### src/rtl/ula_multdiv.sv
// ALU with sequential signed MULT/DIV into HI/LO (one radix-2 step per cycle).
// Ports: clk, rst_n, valid, ULAopcode, A, B -> Result, Zero, Overflow, Stall, Done.
module ula_multdiv (
    input  logic        clk,
    input  logic        rst_n,
    input  logic        valid,
    input  logic [3:0]  ULAopcode,
    input  logic [31:0] A,
    input  logic [31:0] B,
    output logic [31:0] Result,
    output logic        Zero,
    output logic        Overflow,
    output logic        Stall,
    output logic        Done
);

    localparam logic [3:0] OP_AND  = 4'b0000;
    localparam logic [3:0] OP_OR   = 4'b0001;
    localparam logic [3:0] OP_ADD  = 4'b0010;
    localparam logic [3:0] OP_SUB  = 4'b0110;
    localparam logic [3:0] OP_SLT  = 4'b0111;
    localparam logic [3:0] OP_NOR  = 4'b1100;
    localparam logic [3:0] OP_XOR  = 4'b1101;
    localparam logic [3:0] OP_LUI  = 4'b1110;
    localparam logic [3:0] OP_MFLO = 4'b1010;
    localparam logic [3:0] OP_MFHI = 4'b1011;
    localparam logic [3:0] OP_MULT = 4'b1000;
    localparam logic [3:0] OP_DIV  = 4'b1001;

    typedef enum logic [1:0] {IDLE, RUN, DONE} state_t;

    state_t      state;
    logic [31:0] hi, lo;
    logic [31:0] acc_hi, acc_lo, opd;
    logic [4:0]  cnt;
    logic        is_div, neg_q, neg_r, div0;

    logic        start;
    logic [31:0] sum_ab, dif_ab;

    // one multiply step: conditional add then shift the 64-bit pair right
    logic [32:0] mul_sum;
    logic [31:0] mul_hi, mul_lo;

    // one restoring-divide step: shift dividend bit into remainder, trial subtract
    logic [32:0] r_sh, r_diff;
    logic        r_ge;
    logic [31:0] div_hi, div_lo;

    // sign-corrected results, valid in DONE
    logic [63:0] prod, prod_s;
    logic [31:0] quo_s, rem_s;

    assign start  = valid && (ULAopcode == OP_MULT || ULAopcode == OP_DIV);
    assign Stall  = (state == IDLE && start) || state == RUN;
    assign Done   = (state == DONE);

    assign sum_ab = A + B;
    assign dif_ab = A - B;

    assign mul_sum = {1'b0, acc_hi} + (acc_lo[0] ? {1'b0, opd} : 33'd0);
    assign mul_hi  = mul_sum[32:1];
    assign mul_lo  = {mul_sum[0], acc_lo[31:1]};

    assign r_sh   = {acc_hi, acc_lo[31]};
    assign r_diff = r_sh - {1'b0, opd};
    assign r_ge   = ~r_diff[32];
    assign div_hi = r_ge ? r_diff[31:0] : r_sh[31:0];
    assign div_lo = {acc_lo[30:0], r_ge};

    assign prod   = {acc_hi, acc_lo};
    assign prod_s = neg_q ? (64'd0 - prod) : prod;
    // divide by zero leaves remainder = |A|, so HI comes out as A after sign fix
    assign quo_s  = div0 ? 32'hFFFF_FFFF : (neg_q ? (32'd0 - acc_lo) : acc_lo);
    assign rem_s  = neg_r ? (32'd0 - acc_hi) : acc_hi;

    always_comb begin
        Result   = 32'd0;
        Overflow = 1'b0;
        case (ULAopcode)
            OP_AND:  Result = A & B;
            OP_OR:   Result = A | B;
            OP_ADD: begin
                Result   = sum_ab;
                Overflow = (A[31] == B[31]) && (sum_ab[31] != A[31]);
            end
            OP_SUB: begin
                Result   = dif_ab;
                Overflow = (A[31] != B[31]) && (dif_ab[31] != A[31]);
            end
            OP_SLT:  Result = {31'd0, $signed(A) < $signed(B)};
            OP_NOR:  Result = ~(A | B);
            OP_XOR:  Result = A ^ B;
            OP_LUI:  Result = {B[15:0], 16'h0000};
            OP_MFLO: Result = lo;
            OP_MFHI: Result = hi;
            default: Result = 32'd0;
        endcase
    end

    assign Zero = (Result == 32'd0);

    always_ff @(posedge clk or negedge rst_n) begin
        if (!rst_n) begin
            state  <= IDLE;
            hi     <= 32'd0;
            lo     <= 32'd0;
            acc_hi <= 32'd0;
            acc_lo <= 32'd0;
            opd    <= 32'd0;
            cnt    <= 5'd0;
            is_div <= 1'b0;
            neg_q  <= 1'b0;
            neg_r  <= 1'b0;
            div0   <= 1'b0;
        end else begin
            unique case (state)
                IDLE: begin
                    if (start) begin
                        state  <= RUN;
                        acc_hi <= 32'd0;
                        acc_lo <= A[31] ? (32'd0 - A) : A;
                        opd    <= B[31] ? (32'd0 - B) : B;
                        cnt    <= 5'd31;
                        is_div <= (ULAopcode == OP_DIV);
                        neg_q  <= A[31] ^ B[31];
                        neg_r  <= A[31];
                        div0   <= (B == 32'd0);
                    end
                end
                RUN: begin
                    if (is_div) begin
                        acc_hi <= div_hi;
                        acc_lo <= div_lo;
                    end else begin
                        acc_hi <= mul_hi;
                        acc_lo <= mul_lo;
                    end
                    cnt <= cnt - 5'd1;
                    if (cnt == 5'd0) begin
                        state <= DONE;
                    end
                end
                DONE: begin
                    if (is_div) begin
                        hi <= rem_s;
                        lo <= quo_s;
                    end else begin
                        hi <= prod_s[63:32];
                        lo <= prod_s[31:0];
                    end
                    state <= IDLE;
                end
                default: state <= IDLE;
            endcase
        end
    end

endmodule

### config.mk
export PLATFORM = sky130hd
export DESIGN_NAME = ula_multdiv
export DESIGN_NICKNAME = d
export VERILOG_FILES = /design/src/rtl/ula_multdiv.sv
export SDC_FILE = /design/constraint.sdc
export NUM_CORES = 1
export LEC_CHECK = 0
export BUFFER_PORTS_ARGS = -buffer_cell sky130_fd_sc_hd__clkbuf_2
export CAP_MARGIN = 20
export CORE_MARGIN = 8
export CORE_UTILIZATION = 55
export CTS_CLUSTER_DIAMETER = 50
export DETAILED_ROUTE_END_ITERATION = 10
export PLACE_DENSITY = 0.75
export REMOVE_ABC_BUFFERS = 1
export SYNTH_ARGS = -nofsm -noshare
export SYNTH_HDL_FRONTEND = slang
export SYNTH_SLANG_ARGS = --single-unit
export TNS_END_PERCENT = 1
### constraint.sdc
create_clock -name clk -period 4 [get_ports clk]
set_input_delay 0 -clock clk [delete_from_list [all_inputs] [get_ports clk]]
set_output_delay 0 -clock clk [all_outputs]
set_load 0.02 [all_outputs]
==> results by group <==
Run status
  – Status: complete, no violations

Detailed routing
  – Met3 wirelength from detailed routing: 7690 um
  – Average wire per cell in the routed design: 23.7 um
  – Final ANT Viol Nets: 0
  – Overall routed net length: about 77000 um
  – Detailed-route via count: 21600
  – Max Used Layer: met4
  – Vias/cell: 6.64
  – Count of routing violations after the opening detailed-route iteration: around 2400
  – Detailed-router iteration count before antenna repair: 8
  – WL met2: 34200 um
  – Wl on met1: 32000 um
  – Number of remaining DRC errors: 0

Synth
  – Top cells by area, synth: dfrtp_1 22%, ha_1 11%, a21oi_1 6.4%, o21ai_0 5.8%, xnor2_1 5.2%
  – Register bit count reported by yosys: 171
  – Count of warnings emitted by yosys: 0
  – Number of flops mapped to enable cells by yosys: 0
  – Cell taking the most area after synthesis: dfrtp_1
  – Asr flop ratio synth: 100%
  – Sequential element share of the synthesized area: 21.9%
  – Synthesized instance count: between 2000 and 3000
  – Primary flip-flop cell chosen by synthesis mapping: dfrtp_1
  – Post-Syn Area: between 0.015 and 0.02 mm2
  – Number of different library cells in the post-synthesis netlist: 88
  – Average cell area after synthesis: 7.47 um2
  – Portion of synthesized cell area occupied by the leading cell type: 21.9%

Timing
  – Time the worst path needs with I/O delays and setup: 3.93 ns
  – Clock skew after layout: 0.0129 ns
  – Final setup slack of the worst path: 0.0665 ns
  – Number of max-slew violations in the final report: 0
  – Crit share post-route: 98.3%
  – Least-Margin Pin Slew: 1.20 ns
  – Slew headroom: 20.0%
  – Setup-violating endpoint count in the final report: 0
  – Total count of hold-check failures in the final report: 0
  – Unrepaired setup endpoints after global routing: true
  – Max Fclk: 254 MHz
  – Final worst hold slack: approximately 0.046 ns

CTS
  – H-tree level count: 4
  – CTS root buffer: clkbuf_16
  – Clock tree from TritonCTS: yes
  – Clock Path Buffers: 2
  – Clock transition time at the flip-flop clock pins of the worst setup and hold paths: 0.07 ns
  – Num Clock Sinks: 171
  – Latest clock arrival within the worst-skew pair: ~0.44 ns
  – Number of buffers added by the clock tree synthesis step: 17

Placement
  – Number of placed instances with taps included: 3218
  – Placer Congestion: 1.03
  – Post-DP HPWL: between 60000 and 70000 um
  – Setup slack after placement: -0.277 ns
  – Count of buffers inserted at the top-level ports: 106

Cells and area
  – Share of post-route cells with drive strength above 1: 14.6%
  – Fin nets: 3041
  – Multi-input combinational cell area: 0.0143 mm2
  – Fill cells: 3163
  – Flip-flop and latch area: roughly 0.0043 mm2
  – Signed area change from the synthesized netlist to the final layout: 14.8%
  – Number of antenna cells inserted: 0
  – Non-Filler Instances: 3261

Global routing
  – Global routing usage summed across all routing layers: a little over a third
  – Pin count of the biggest net entering global routing: 100
  – Initial antenna violation count: 0
  – Via count of the first global-routing pass: 20500
  – First-pass GRT wire length: 118000 um
  – GRT Residual Overflow: 0

Pwr
  – Total leakage power: 9.96 nW
  – Total power draw: 15.4 mW
  – Total power density per cell area: between 600 and 700 mW/mm2
  – IR Drop Worst-Case VDD: roughly 0.70 mV

Worst hold path
  – Kind of path behind the tightest hold check: in -> reg

Floorplan
  – Die Y-Extent: slightly above 200 um
  – Die Width: 205 um
  – Die footprint: 0.0418 mm2
  – Area of the core region: 0.0353 mm2
  – Initial Util: 55.3%
  – Cell row count: 69
  – I/O pin cnt: 107

Setup path
  – Data required time at the worst endpoint: 4.00 ns
  – Crit end category: primary output
  – Critical path peak fanout: 2
  – Arr. time, crit path: 3.93 ns
  – Critical path launch point type: flop
  – Worst Path Class, Setup: reg -> out

Job
  – Max Cap Violations: 0
==> worst max-delay path, cell delays in order, from the launching register on <==
cell	delay (ns)
dfrtp_1	0.42
a32oi_2	0.22
nand2_2	0.15
a2111oi_4	0.36
a22oi_1	0.11
a211o_1	0.35
or4_4	0.55
or4b_4	0.56
nor4_4	0.24
nand4b_1	0.21
nor3_2	0.15
buf_4	0.16
==> through the flow <==
stage | area, um2 | TNS, ns | util, %
3_3_place_gp | 21600 | -0.272 | 61.1
2_1_floorplan | 18900 | -35.99 | -
6_report | 22400 | 0 | 63.5
3_5_place_dp | 21600 | -0.384 | 61.1
5_1_grt | 22400 | -0.107 | 63.5
4_1_cts | 22300 | -0.000867 | 63.2
==> placed cells by master, fill, tap and decap left out, types with 12 or more instances in the layout <==
cell and count:
a211oi_1 52, a21o_1 38, a21oi_1 246, a222oi_1 12, a22oi_1 38, a31oi_1 19
and3_1 13, buf_4 189, clkbuf_16 18, clkbuf_2 104, dfrtp_1 170, ha_1 176
inv_1 154, mux2i_1 51, nand2_1 247, nand2b_1 33, nand3_1 72, nand4_1 22
nor2_1 241, nor2b_1 19, nor3_1 48, nor4_1 21, o211ai_1 32, o21ai_0 224
o21bai_1 14, o221ai_1 15, o31ai_1 38, or2_2 14, or3_1 28, xnor2_1 114
xor2_1 64
==> layout make-up <==
type | instances | area share [%]
multi-input combinational | 2138 | 63.8
clock buffer | 18 | 1.91
sequential | 171 | 19.1
inverter | 156 | 2.63
timing repair buffer | 304 | 9.51
clock inverter | 13 | 0.535
tap | 461 | 2.57
==> worst paths after layout <==
kind                                      from                endpoint  slack (ns)  depth (start not counted)
max                          hi[6]$_DFFE_PN0P_                    Zero        0.07                         11
min                                      B[29]     opd[31]$_DFFE_PN0P_        0.05                          4
max reg2reg                 opd[0]$_DFFE_PN0P_  acc_hi[31]$_DFFE_PN0P_        0.14                         14
min reg2reg                opd[18]$_DFFE_PN0P_     opd[18]$_DFFE_PN0P_        0.49                          2
max in group asynchronous                rst_n      is_div$_DFFE_PN0P_        2.76                          3
min in group asynchronous                rst_n      opd[4]$_DFFE_PN0P_        0.24                          2
==> synth_stat cells (8+ instances only) <==
library cell,instances
nand4_1,22
o41ai_1,11
clkbuf_1,123
a221o_1,10
or3_1,28
a211o_1,9
buf_1,18
a222oi_1,12
nand2b_1,35
o21a_1,11
a21o_1,38
a31oi_1,19
and3_1,13
or4_1,13
nor2b_1,21
buf_2,8
ha_1,178
o21ai_0,227
o31ai_1,38
a221oi_1,11
xor2_1,64
a211oi_1,53
a22oi_1,39
nor3_1,50
o22ai_1,11
and2_1,8
inv_1,156
nor2_1,245
nand2_1,247
o21bai_1,15
or2_2,14
xnor2_1,115
nand3_1,73
nor4_1,25
dfrtp_1,171
o221ai_1,15
a21oi_1,250
mux2i_1,51
o211ai_1,32
==> power by group <==
part | switching, mW | total (mW) | internal [mW] | leakage [nW]
Combinational | 6.06 | 10.3 | 4.26 | 7.56
Sequential | 0.965 | 3.44 | 2.48 | 2.14
Clock | 0.751 | 1.61 | 0.860 | 0.257
==> per-layer routing <==
metal | track usage [%] | vias up
li1 | - | 9845
met1 | 49.2 | 10300
met2 | 56.7 | 1317
met3 | 4.98 | 190
met4 | 13.3 | 0
met5 | 0 | -
==> sequential cells by signal (all words and copies together) (netlist names), 2 cells and up <==
name / flops
cnt: 5
state: 2
acc_hi: 32
opd: 32
hi: 32
acc_lo: 32
lo: 32
==> kinds of logic after synthesis <==
family	count (synthesis)	share of synthesized area, %
AOI/OAI and AO/OA	892	29.4
xor gates and xnor gates	179	8.02
adders and majority gates	182	11.8
buffers and inverters	308	6.06
DFF	171	21.9
muxes	54	2.79
and+or+nand+nor	831	20.0
==> what timing repair did <==
item / CTS / global route
endpoints found under the hold margin: 101 / 0
setup endpoints to repair: 8 / 34
hold buffers: 3 / 0
gates resized for setup: 24 / 16
pin swaps: 6 / 9
cloned: 0 / 1
buffers inserted: 4 / 4
(Power assumes the default switching activity.)
